## src/rtl/sum_display_driver_if.sv

```systemverilog
`default_nettype none
// ============================================================================
// Module      : sum_display_driver_if
// Description : Bundle between the accumulator side (value in) and the
//               display driver (BCD result, status and 7-segment pins).
// Revision    : 1.0 - initial release
// ============================================================================
interface sum_display_driver_if #(
  parameter int WIDTH = 13
);
  logic [WIDTH-1:0] value;
  logic             busy;
  logic [15:0]      bcd;
  logic             bcd_valid;
  logic [6:0]       seg;
  logic [3:0]       an;

  // Producer of the binary value / consumer of the display outputs
  modport master (
    output value,
    input  busy, bcd, bcd_valid, seg, an
  );

  // The display driver itself
  modport slave (
    input  value,
    output busy, bcd, bcd_valid, seg, an
  );
endinterface
`default_nettype wire

```

## src/rtl/sum_display_driver.sv

```systemverilog
`default_nettype none
// ============================================================================
// Module      : sum_display_driver
// Description : Sequential binary-to-BCD converter (shift-add-3, one bit per
//               clock) driving a 4-digit multiplexed active-low 7-segment
//               display. Re-converts whenever the input value changes.
// Revision    : 1.0 - initial release
// ============================================================================
module sum_display_driver #(
  parameter int WIDTH       = 13,
  parameter int REFRESH_DIV = 27000,
  parameter bit BLANK_LEAD  = 1'b1
) (
  input  logic                 clk,
  input  logic                 rst,
  sum_display_driver_if.slave  bus
);

  localparam int                BCNT_W    = $clog2(WIDTH + 1);
  localparam logic [BCNT_W-1:0] BCNT_LAST = BCNT_W'(WIDTH - 1);
  localparam int                RCNT_W    = $clog2(REFRESH_DIV);
  localparam logic [RCNT_W-1:0] RCNT_LAST = RCNT_W'(REFRESH_DIV - 1);

  localparam logic [1:0] S_IDLE  = 2'd0;
  localparam logic [1:0] S_SHIFT = 2'd1;
  localparam logic [1:0] S_DONE  = 2'd2;

  // Active-low segment pattern {g,f,e,d,c,b,a} for one BCD nibble
  function automatic logic [6:0] f_seg(input logic [3:0] nib);
    case (nib)
      4'd0:    f_seg = 7'b1000000;
      4'd1:    f_seg = 7'b1111001;
      4'd2:    f_seg = 7'b0100100;
      4'd3:    f_seg = 7'b0110000;
      4'd4:    f_seg = 7'b0011001;
      4'd5:    f_seg = 7'b0010010;
      4'd6:    f_seg = 7'b0000010;
      4'd7:    f_seg = 7'b1111000;
      4'd8:    f_seg = 7'b0000000;
      4'd9:    f_seg = 7'b0010000;
      default: f_seg = 7'b0111111;
    endcase
  endfunction

  // ---------------------------------------------------------------- state
  logic [1:0]        state_q, state_d;
  logic              w_start, w_load, w_shift_en, w_commit, w_busy;

  // ------------------------------------------------------------ datapath
  logic [WIDTH-1:0]  shift_q, shift_d;
  logic [15:0]       scratch_q, scratch_d;
  logic [BCNT_W-1:0] bit_cnt_q, bit_cnt_d;
  logic [WIDTH-1:0]  last_value_q, last_value_d;
  logic              force_q, force_d;
  logic [15:0]       bcd_q, bcd_d;
  logic              bcd_valid_q, bcd_valid_d;
  logic [15:0]       w_adj;
  logic [16+WIDTH-1:0] w_shifted;

  // ------------------------------------------------------------- display
  logic [RCNT_W-1:0] refresh_cnt_q, refresh_cnt_d;
  logic [1:0]        digit_idx_q, digit_idx_d;
  logic [6:0]        seg_q, seg_d;
  logic [3:0]        an_q, an_d;
  logic [3:0][3:0]   w_digits;
  logic [3:0]        w_lz;
  logic [3:0]        w_nibble;
  logic              w_blank;

  // A new conversion is wanted when the input moved or after reset
  assign w_start = (bus.value != last_value_q) || force_q;

  // Conversion FSM state register
  always_ff @(posedge clk) begin
    if (rst) state_q <= S_IDLE;
    else     state_q <= state_d;
  end

  // Conversion FSM next-state logic
  always_comb begin
    state_d = state_q;
    case (state_q)
      S_IDLE:  if (w_start) state_d = S_SHIFT;
      S_SHIFT: if (bit_cnt_q == BCNT_LAST) state_d = S_DONE;
      S_DONE:  state_d = S_IDLE;
      default: state_d = S_IDLE;
    endcase
  end

  // Conversion FSM outputs: datapath strobes and busy flag
  always_comb begin
    w_load     = 1'b0;
    w_shift_en = 1'b0;
    w_commit   = 1'b0;
    w_busy     = 1'b0;
    case (state_q)
      S_IDLE:  w_load = w_start;
      S_SHIFT: begin w_shift_en = 1'b1; w_busy = 1'b1; end
      S_DONE:  begin w_commit   = 1'b1; w_busy = 1'b1; end
      default: ;
    endcase
  end

  // Add-3 correction of each scratch nibble before it is shifted
  for (genvar gi = 0; gi < 4; gi++) begin : g_adj
    assign w_adj[gi*4 +: 4] = (scratch_q[gi*4 +: 4] >= 4'd5) ?
                              scratch_q[gi*4 +: 4] + 4'd3 : scratch_q[gi*4 +: 4];
  end

  assign w_shifted = {w_adj, shift_q} << 1;

  // Datapath next-state: capture, shift-add-3 step, commit of the result
  always_comb begin
    shift_d      = shift_q;
    scratch_d    = scratch_q;
    bit_cnt_d    = bit_cnt_q;
    last_value_d = last_value_q;
    force_d      = force_q;
    bcd_d        = bcd_q;
    bcd_valid_d  = w_commit;
    if (w_load) begin
      shift_d      = bus.value;
      last_value_d = bus.value;
      scratch_d    = '0;
      bit_cnt_d    = '0;
      force_d      = 1'b0;
    end
    if (w_shift_en) begin
      scratch_d = w_shifted[16+WIDTH-1:WIDTH];
      shift_d   = w_shifted[WIDTH-1:0];
      bit_cnt_d = bit_cnt_q + BCNT_W'(1);
    end
    if (w_commit) bcd_d = scratch_q;
  end

  // Datapath registers; reset forces a fresh conversion afterwards
  always_ff @(posedge clk) begin
    if (rst) begin
      shift_q      <= '0;
      scratch_q    <= '0;
      bit_cnt_q    <= '0;
      last_value_q <= '0;
      force_q      <= 1'b1;
      bcd_q        <= '0;
      bcd_valid_q  <= 1'b0;
    end else begin
      shift_q      <= shift_d;
      scratch_q    <= scratch_d;
      bit_cnt_q    <= bit_cnt_d;
      last_value_q <= last_value_d;
      force_q      <= force_d;
      bcd_q        <= bcd_d;
      bcd_valid_q  <= bcd_valid_d;
    end
  end

  // Leading-zero chain: w_lz[i] is set when nibbles i..3 are all zero
  assign w_digits = bcd_q;
  for (genvar gd = 0; gd < 4; gd++) begin : g_lz
    if (gd == 3) begin : g_top
      assign w_lz[gd] = (w_digits[gd] == 4'd0);
    end else begin : g_low
      assign w_lz[gd] = (w_digits[gd] == 4'd0) && w_lz[gd+1];
    end
  end

  // Refresh timing and segment/anode selection for the upcoming digit slot;
  // seg and an are both derived from the next index so they switch together
  always_comb begin
    if (refresh_cnt_q == RCNT_LAST) begin
      refresh_cnt_d = '0;
      digit_idx_d   = digit_idx_q + 2'd1;
    end else begin
      refresh_cnt_d = refresh_cnt_q + RCNT_W'(1);
      digit_idx_d   = digit_idx_q;
    end
    w_nibble = w_digits[digit_idx_d];
    w_blank  = BLANK_LEAD && (digit_idx_d != 2'd0) && w_lz[digit_idx_d];
    seg_d    = w_blank ? 7'b1111111 : f_seg(w_nibble);
    an_d     = ~(4'b0001 << digit_idx_d);
  end

  // Display registers, free-running and independent of the converter
  always_ff @(posedge clk) begin
    if (rst) begin
      refresh_cnt_q <= '0;
      digit_idx_q   <= 2'd0;
      seg_q         <= 7'b1000000;
      an_q          <= 4'b1110;
    end else begin
      refresh_cnt_q <= refresh_cnt_d;
      digit_idx_q   <= digit_idx_d;
      seg_q         <= seg_d;
      an_q          <= an_d;
    end
  end

  assign bus.busy      = w_busy;
  assign bus.bcd       = bcd_q;
  assign bus.bcd_valid = bcd_valid_q;
  assign bus.seg       = seg_q;
  assign bus.an        = an_q;

endmodule
`default_nettype wire

```

## src/flat_wrapper.sv

```systemverilog
// flat-port wrapper written by rule: the top's interface ports become plain ports
module sum_display_driver_flat 
#(
  parameter int WIDTH       = 13,
  parameter int REFRESH_DIV = 27000,
  parameter bit BLANK_LEAD  = 1'b1
)
  (clk, rst, bus_value, bus_busy, bus_bcd, bus_bcd_valid, bus_seg, bus_an);
  sum_display_driver_if #(.WIDTH(WIDTH)) bus_i ();
  input  logic clk;
  input  logic rst;
  input wire logic [$bits(bus_i.value)-1:0] bus_value;
  output wire logic [$bits(bus_i.busy)-1:0] bus_busy;
  output wire logic [$bits(bus_i.bcd)-1:0] bus_bcd;
  output wire logic [$bits(bus_i.bcd_valid)-1:0] bus_bcd_valid;
  output wire logic [$bits(bus_i.seg)-1:0] bus_seg;
  output wire logic [$bits(bus_i.an)-1:0] bus_an;
  assign bus_i.value = bus_value;
  assign bus_busy = bus_i.busy;
  assign bus_bcd = bus_i.bcd;
  assign bus_bcd_valid = bus_i.bcd_valid;
  assign bus_seg = bus_i.seg;
  assign bus_an = bus_i.an;
  sum_display_driver #(.WIDTH(WIDTH), .REFRESH_DIV(REFRESH_DIV), .BLANK_LEAD(BLANK_LEAD)) u_core (.clk(clk), .rst(rst), .bus(bus_i));
endmodule
```

## config.mk

```make
export PLATFORM = sky130hd
export DESIGN_NAME = sum_display_driver_flat
export DESIGN_NICKNAME = d
export VERILOG_FILES = /design/src/rtl/sum_display_driver_if.sv /design/src/rtl/sum_display_driver.sv /design/src/flat_wrapper.sv
export SDC_FILE = /design/constraint.sdc
export NUM_CORES = 1
export LEC_CHECK = 0
export ABC_AREA = 1
export CORE_MARGIN = 2
export CORE_UTILIZATION = 55
export DETAILED_ROUTE_END_ITERATION = 8
export PLACE_DENSITY = 0.77
export SYNTH_ARGS = -nofsm -noshare
export SYNTH_HDL_FRONTEND = slang
export SYNTH_SLANG_ARGS = --single-unit
```

## constraint.sdc

```tcl
create_clock -name clk -period 6.4 [get_ports clk]
set_input_delay 1.28 -clock clk [delete_from_list [all_inputs] [get_ports clk]]
set_output_delay 1.28 -clock clk [all_outputs]
set_load 0.02 [all_outputs]
```

# ---- Word-level counts from Yosys, hierarchy flattened
# Memory sizes are Yosys's and may differ from the RTL's.
# Index checks and enable logic that the tools add are counted.
dict set report op_classes {
  shift 1
  n_lt_le_gt_ge 5
  n_mux 23
  eq_ne 7
  add_sub_neg 7
  n_bitwise 1
  n_reduce_logical 17
}
# operator n
set ops {}
lappend ops {{$mux 16} 2}
lappend ops {{$mux 13} 2}
lappend ops {{$mux 4} 6}
lappend ops {{$ge 4x3->1 const B} 4}
lappend ops {{$logic_not 4->1} 4}
lappend ops {{$add 15x1->15 const B} 1}
lappend ops {{$eq 15x15->1 const B} 1}
lappend ops {{$ne 13x13->1} 1}
lappend ops {{$add 4x2->4 const B} 3}
lappend ops {{$bmux 4 s2} 1}
lappend ops {{$reduce_or 2->1} 4}
lappend ops {{$mux 2} 3}
lappend ops {{$mux 6} 1}
lappend ops {{$mux 1} 5}
lappend ops {{$add 4x1->4 const B} 1}
lappend ops {{$eq 4x4->1 const B} 1}
lappend ops {{$logic_and 1x1->1} 4}
lappend ops {{$ne 2x1->1 const B} 2}
lappend ops {{$not 4->4} 1}
lappend ops {{$pmux 2 s2} 1}
lappend ops {{$reduce_bool 2->1} 2}
lappend ops {{$shl 1x2->4 const A} 1}
lappend ops {{$add 3x2->3 const B} 1}
lappend ops {{$lt 2x3->1 const B} 1}
lappend ops {{8 further kinds} 8}
dict set report totals {
  word_cells 76
  regBits 94
  n_memories 1
  inputBits 15
  out_inout_bits 29
  rom_bits 112
}
# memory depth word_bits read_ports rd_clocked_by_memory_dff wr line_no
set mem_list {}
lappend mem_list {{(no name shown)} 16 7 1 0 0 sum_display_driver.sv:30} ;# case (nib)

# ---- Longest topological paths before layout
# Gate-level depths: netlist (run 1).
dict set report logic_depth {
  depth_word 8
  depth_mapped 19
  depth_no_buf 18
}

# ---- Worst setup path before layout (run 1)
# Ideal clock, no wire load.
dict set report synth_path {
  path_type {input to register}
  start {input port bus_value[1]}
  end {register u_core.shift_q[4]}
  t_required_ps 6340
  n_path_buf 2
  setup_ps 60
  stages 12
  arrival_time_ps 2499
  slack_ps 3842
  path_cell_list {inv_1 > o21ai_1 > or3_1 > nor2_1 > nand2_1 > nand2_1 > buf_4 > buf_4 > nand3_1 > nand2_1 > nand2_1 > nand2_1}
}
dict set report synth_between {
  elab_chain_cells 4
}
# item line_no
set synth_lines {}
lappend synth_lines {{from (decl)} flat_wrapper.sv:12} ;# input wire logic [$bits(bus_i.value)-1:0] bus_value;
lappend synth_lines {{$ne 13x13->1} sum_display_driver.sv:71} ;# assign w_start = (bus.value != last_value_q) || force_q;
lappend synth_lines {{$logic_or 1x1->1} sum_display_driver.sv:71}
lappend synth_lines {{$mux 1} sum_display_driver.sv:96} ;# case (state_q)
lappend synth_lines {{$reduce_bool 2->1 (no line)} -}
lappend synth_lines {{to (signal assigned)} sum_display_driver.sv:147} ;# shift_q <= shift_d;
lappend synth_lines {{to (decl)} sum_display_driver.sv:50} ;# logic [WIDTH-1:0] shift_q, shift_d;
# No other way between the ends.
# A chain may end at the register's enable or synchronous reset.

# ---- Final worst setup path (run 1)
dict set report layout_path {
  start {input port bus_value[3]}
  end {register u_core.shift_q[10]}
}
# The elaborated chain is that of the path after synthesis.

==> results of run 1 <==
-- worst register-to-register path: stages, from the launching register on --
cell	delay [ns]
sky130_fd_sc_hd__dfxtp_1	0.37
sky130_fd_sc_hd__ha_1	0.24
sky130_fd_sc_hd__nand3_1	0.14
sky130_fd_sc_hd__nor2_4	0.16
sky130_fd_sc_hd__nand2_4	0.09
sky130_fd_sc_hd__nand2_1	0.09
sky130_fd_sc_hd__nand2_2	0.12
sky130_fd_sc_hd__inv_2	0.13
sky130_fd_sc_hd__nand3_1	0.09
sky130_fd_sc_hd__nand2_1	0.14
sky130_fd_sc_hd__inv_1	0.10
sky130_fd_sc_hd__ha_1	0.30
sky130_fd_sc_hd__nor2_1	0.13
sky130_fd_sc_hd__nor2_1	0.06
sky130_fd_sc_hd__nor2_1	0.08
sky130_fd_sc_hd__nor2_1	0.04
-- flip-flops by register name, indices dropped and copies added (netlist names), 4 cells and up --
| signal | count |
|---|---|
| u_core.bit_cnt_q | 4 |
| u_core.scratch_q | 16 |
| u_core.bus.bcd | 16 |
| u_core.bus.an | 4 |
| u_core.last_value_q | 13 |
| u_core.refresh_cnt_q | 15 |
| u_core.shift_q | 13 |
| u_core.bus.seg | 7 |
-- routing by layer --
layer / up-vias / track usage (%) / share of wire [%]
met5: - / 0 / 0
met4: 0 / 10.5 / 2.3
met3: 15 / 3.52 / 4.8
met2: 91 / 36.9 / 48
met1: 1874 / 25.9 / 45
li1: 2191 / - / -
-- worst paths after layout --
| path | endpoint | cells past startpoint | startpoint | slack (ns) |
|---|---|---|---|---|
| setup / recovery | u_core.shift_q[10] | 13 | bus_value[3] | 3.09 |
| hold / removal | u_core.refresh_cnt_q[0] | 1 | u_core.refresh_cnt_q[0] | 0.46 |
| setup reg to reg | u_core.bus.seg[3] | 15 | u_core.refresh_cnt_q[0] | 4.01 |
| hold reg to reg | u_core.refresh_cnt_q[0] | 1 | u_core.refresh_cnt_q[0] | 0.46 |
-- logic make-up (layout without fill, tap and decap cells) --
| kind of cell | Yosys count | after routing |
|---|---|---|
| AO/OA/AOI/OAI | 112 | 112 |
| AND/OR/NAND/NOR | 315 | 315 |
| buffers and inverters | 102 | 138 |
| adder cells (fa/ha/maj) | 20 | 20 |
| XOR/XNOR | 13 | 13 |
| flip-flops | 94 | 94 |
-- cell type report --
type / instances / area, µm²
inverter: 75 / 282
sequential: 94 / 1880
timing repair buffer: 47 / 460
fill: 747 / 2880
multi-input combinational: 460 / 2380
clock inverter: 6 / 61.3
clock buffer: 10 / 138
tap: 105 / 131
-- cell usage in the layout, fill, tap and decap left out, drive strengths merged --
cell type      netlist  final
a21oi               65     65
xnor2                4      4
buf                  9      4
ha                  20     20
dfxtp               94     94
or2                  1      1
nand4                9      9
nand3               77     77
nor3b                1      1
a31o                 1      1
nand2              164    164
nor2                48     48
o21ai               41     41
clkinvlp             0      1
o21bai               1      1
o31ai                1      1
a21boi               1      1
clkdlybuf4s50        0     43
clkinv               0      4
clkbuf              18     10
xor2                 9      9
o211ai               1      1
inv                 75     75
nor3                 4      4
nor4                 4      4
or3                  1      1
bufinv               0      1
nand3b               6      6
o2111ai              1      1
-- power groups by stage --
stage / Clock, mW / Combinational, mW / Sequential (mW)
after CTS: 0.400 / 0.433 / 0.707
after global routing: 0.422 / 0.489 / 0.717
after floorplan: 0 / 0.292 / 0.738
after detailed placement: 0 / 0.431 / 0.720
after global placement: 0 / 0.420 / 0.717
final: 0.389 / 0.431 / 0.707
==> results_dict.tcl, run 1 <==
set metrics [dict create \
    hold_slack_ns 0.460 \
    setup_slack_ns 3.09 \
    cts_tree "yes" \
    timing.critical_path.slowest_stage_cell "sky130_fd_sc_hd__clkdlybuf4s50_1" \
    ctsHoldBuffers 0 \
    async_set_or_reset_register_ratio_after_synthesis_pct 0 \
    cellLeakagePower_nw 2.24 \
    unrepaired_setup_endpoints_after_global_routing "false" \
    timing.hold.worst.class "reg2reg" \
    netSwitchingPower_uw 525 \
    grt_antenna_before_repair 0 \
    routabilityCongestion 0.865 \
    finalClockSkew_ns 0.0144 \
    grt_first_pass_wirelength_mm 15.9 \
    power.internal_mw 1.00 \
    synth.mux.area_fraction_pct 0 \
    wl_mm 9.34 \
    period_minus_slack_ns 3.31 \
    run_status "complete, no violations" \
    sw_frac_of_total_pct 34.4 \
    synth-adder-area-share_pct 5.36 \
    core_area_mm2 0.00822 \
    timing.critical_path.arrival_ns 3.61 \
    pwr-share-comb_pct 28.2 \
    synth_top_family_by_area "simple AND/OR/NAND/NOR gates" \
    worstSkewPairLatency_ns 0.36 \
    post_cts.resized_instances 0 \
    critical_path_peak_fanout 32 \
    seq_power_share_pct 46.3 \
    dpl.hpwl_mm 6.61 \
    final-max-slew-violation-count 0 \
    critical_path.max_stage_delay_ns 0.51 \
    yosys.area_share.xor_xnor_pct 2.44 \
    portBuffers 43 \
    synth_area_mm2 0.00467 \
    drt_drc_violations_left 0 \
    vias_in_the_first_global_route 3796 \
    synthDominantCellAreaShare_pct 40.3 \
    period_utilization_post_route_pct 51.7 \
    final_hold_violations 0 \
    dr.first_iter.drc_count 275 \
    post-route-util_pct 64.9 \
    critical_path.top_delay_family "simple AND/OR/NAND/NOR gates" \
    ir_drop_mv 0.150 \
    synth_area_leaders "sky130_fd_sc_hd__dfxtp_1 40%, sky130_fd_sc_hd__nand2_1 12%, sky130_fd_sc_hd__nand3_1 8.0%" \
    layout-area-overhead-vs-synth_pct 14.3 \
    globalRouteOverflowTotal 0 \
    clockPowerShare_pct 25.5 \
    p_total_mw 1.53 \
    floorplan.die_area_mm2 0.00924 \
    design.final.nets 722 \
    syn-num-nets 691 \
    synth-compound-area-share_pct 12.4 \
    worst_setup_path_end_kind "flip-flop" \
    postSynthRegisterBits 94 \
    max-cap-violations 0 \
    fp.dieW_um 96.1 \
    clockBufferDepth 2 \
    synth-simple-area-share_pct 30.8 \
    rows 33 \
    required_ns 6.70 \
    ordered_cell_list_for_the_critical_path "clkdlybuf4s50_1 -> inv_1 -> nand2_1 -> o21ai_0 -> or3_1 -> nor2_1 -> nand2_1 -> nand2_1 -> buf_4 -> nand3_1 -> nand2_1 -> nand2_1 -> nand2_1" \
    post-synth-top-count-cell "sky130_fd_sc_hd__nand2_1" \
    routedWlPerCell_um 11.7 \
    clk_pin_slew_ns 0.09 \
    synth_enable_flop_cells 0 \
    critical_path_buf_inv_count 3 \
    cts-root-buf "sky130_fd_sc_hd__clkbuf_8" \
    fin_setup_tns_ns 0 \
    die_height_um 96.1 \
    cts.sinks 94 \
    post_synth_inst_count 656 \
    dpl-instance-area_mm2 0.00513 \
    synthTopCellsByCount "154 x sky130_fd_sc_hd__nand2_1, 94 x sky130_fd_sc_hd__dfxtp_1, 75 x sky130_fd_sc_hd__nand3_1, 65 x sky130_fd_sc_hd__a21oi_1, 65 x sky130_fd_sc_hd__inv_1" \
    maximum_number_of_pins_on_one_net_before_global_route_repair 42 \
    timing.critical_path.mode_cell "sky130_fd_sc_hd__nand2_1" \
    ios 44 \
    synth-seq-area-share_pct 40.3 \
    finish.cell_count_without_fillers 797 \
    synthesis.yosys.warnings 0 \
    setup_viol_count_final 0 \
    diodes 0 \
    route.detailed.vias_per_inst 5.23 \
    h-tree-depth 3 \
    dr.pass1.iters 5 \
    initial_core_util_pct 56.8 \
    place_ws_ns 2.73 \
    clock.fmax_mhz 302 \
    share_of_cells_above_drive_strength_1_pct 7.08 \
    worst-slew-pin-transition_ns 0.937 \
    worst_slew_margin_rel_pct 37.5 \
    final_antenna_net_count 0 \
    total_clock_buffers_created_by_cts 9 \
    critical_path.startpoint_type "primary input" \
    power_density_mw_per_mm2 286 \
    synth_cell_type_count 37 \
    synth_top_flop_cell "sky130_fd_sc_hd__dfxtp_1" \
    post_synth.cell_area_avg_um2 7.11 \
    synth_area_leader_cell "sky130_fd_sc_hd__dfxtp_1" \
    vias 4171 \
    postCtsSetupRepairBufs 0 \
    critical_setup_path_class "in2reg" \
    grt_usage_pct 21.4 \
    place_inst 781 \
    final_area_mm2 0.00533 \
]
(Power assumes the default switching activity.)
==> inputs of run 2 (changes only) <==
Clock period 6.4 ns to 3.4 ns, I/O delays scaled along.
==> results_dict.tcl, run 2 (synthesis gave the netlist of run 1 again) <==
set metrics [dict create \
    postCtsSetupRepairBufs 0 \
    clock.fmax_mhz 415 \
    critical_path.startpoint_type "flip-flop" \
    worstRegToRegCells 15 \
    die_height_um 96.1 \
    required_ns 3.63 \
    run_status "complete, no violations" \
    finalClockSkew_ns 0.00829 \
    ios 44 \
    grt_antenna_before_repair 0 \
    core_area_mm2 0.00822 \
    cts-root-buf "sky130_fd_sc_hd__clkbuf_8" \
    maximum_number_of_pins_on_one_net_before_global_route_repair 41 \
    grt_usage_pct 21.9 \
    cts_tree "yes" \
    worst_hold_startpoint "u_core.refresh_cnt_q[0]" \
    place_ws_ns 0.694 \
    wl_mm 9.62 \
    p_total_mw 2.89 \
    clockBufferDepth 2 \
    launching_point_of_the_worst_reg2reg_path "u_core.refresh_cnt_q[0]" \
    final.fill_count 735 \
    max-cap-violations 0 \
    critical_setup_path_class "reg2reg" \
    worst_setup_path_end_kind "flip-flop" \
    dr.pass1.iters 5 \
    final-max-slew-violation-count 0 \
    portBuffers 43 \
    critical_path_peak_fanout 7 \
    post_cts.resized_instances 0 \
    clk_pin_slew_ns 0.09 \
    total_clock_buffers_created_by_cts 9 \
    hold-path-cell-count 1 \
    setup_slack_ns 0.990 \
    cts.sinks 94 \
    grt_first_pass_wirelength_mm 16.3 \
    place_inst 782 \
    ctsHoldBuffers 0 \
    vias 4248 \
    timing.reg2reg.setup_slack_ns 0.99 \
    ir_drop_mv 0.439 \
    drt_drc_violations_left 0 \
    vias_in_the_first_global_route 3884 \
    layout.cells.most_common_list "154 x sky130_fd_sc_hd__nand2_1, 94 x sky130_fd_sc_hd__dfxtp_1, 75 x sky130_fd_sc_hd__nand3_1" \
    fp.dieW_um 96.1 \
    dr.first_iter.drc_count 231 \
    layout-area-overhead-vs-synth_pct 14.4 \
    route.detailed.vias_per_inst 5.32 \
    dpl.hpwl_mm 6.87 \
    h-tree-depth 3 \
    post-route-util_pct 65.0 \
    final_hold_violations 0 \
    cellLeakagePower_nw 2.25 \
    rows 33 \
    worstSkewPairLatency_ns 0.35 \
    timing.hold.worst.class "reg2reg" \
    share_of_cells_above_drive_strength_1_pct 7.22 \
    globalRouteOverflowTotal 0 \
    unrepaired_setup_endpoints_after_global_routing "false" \
    setup_viol_count_final 0 \
    routabilityCongestion 0.881 \
    routedWlPerCell_um 12.0 \
    period_utilization_post_route_pct 70.9 \
    crit_start "u_core.refresh_cnt_q[0]" \
    mostFrequentLayoutCell "sky130_fd_sc_hd__nand2_1" \
    timing.critical_path.arrival_ns 2.64 \
    diodes 0 \
    floorplan.die_area_mm2 0.00924 \
    finish.cell_count_without_fillers 798 \
    power_density_mw_per_mm2 542 \
    worst_slew_margin_rel_pct 38.1 \
    design.final.nets 723 \
    initial_core_util_pct 56.8 \
    worst-slew-pin-transition_ns 0.928 \
    fin_setup_tns_ns 0 \
    period_minus_slack_ns 2.41 \
    final_antenna_net_count 0 \
]
## run 2: area by class of cell
class | instances | area [µm²] | share of cell area, %
Sequential cell | 94 | 1880 | 35.2
Timing Repair Buffer | 48 | 468 | 8.76
Tap cell | 105 | 131 | 2.46
Inverter | 75 | 282 | 5.27
Clock inverter | 6 | 61.3 | 1.15
Clock buffer | 10 | 138 | 2.58
Multi-Input combinational cell | 460 | 2380 | 44.5
## run 2: final timing paths
path,end
max,u_core.bus.seg[3]
min,u_core.refresh_cnt_q[0]
max reg2reg,u_core.bus.seg[3]
min reg2reg,u_core.refresh_cnt_q[0]
## run 2: metal layers
metal	wire length [µm]	GRT usage, %	share of wire, %
met1	4510	26.5	47
met2	4530	38.3	47
met3	338	2.82	3.5
met4	236	10.6	2.5
met5	0	0	0
## run 2: worst max-delay path: stages (launching register included)
cell and delay (ns):
sky130_fd_sc_hd__dfxtp_1 0.36, sky130_fd_sc_hd__ha_1 0.23, sky130_fd_sc_hd__nand3_1 0.15, sky130_fd_sc_hd__nor2_4 0.18, sky130_fd_sc_hd__nand2_4 0.09, sky130_fd_sc_hd__nand2_1 0.08, sky130_fd_sc_hd__nand2_2 0.11, sky130_fd_sc_hd__inv_2 0.13
sky130_fd_sc_hd__nand3_1 0.09, sky130_fd_sc_hd__nand2_1 0.14, sky130_fd_sc_hd__inv_1 0.10, sky130_fd_sc_hd__ha_1 0.30, sky130_fd_sc_hd__nor2_1 0.13, sky130_fd_sc_hd__nor2_1 0.07, sky130_fd_sc_hd__nor2_1 0.08, sky130_fd_sc_hd__nor2_1 0.04
## run 2: through the flow
step / cell area (µm²) / hold WS (ns)
final: 5340 / 0.452
after global routing: 5340 / 0.471
after CTS: 5340 / 0.449
after detailed placement: 5140 / 0.430
after global placement: 5140 / 0.429
after floorplan: 4670 / 0.413
## run 2: power by group
| part | total, mW | leakage [nW] | internal (mW) | switching (mW) |
|---|---|---|---|---|
| registers | 1.33 | 0.766 | 1.24 | 0.0902 |
| logic | 0.829 | 1.38 | 0.298 | 0.531 |
| clock network | 0.737 | 0.102 | 0.358 | 0.380 |
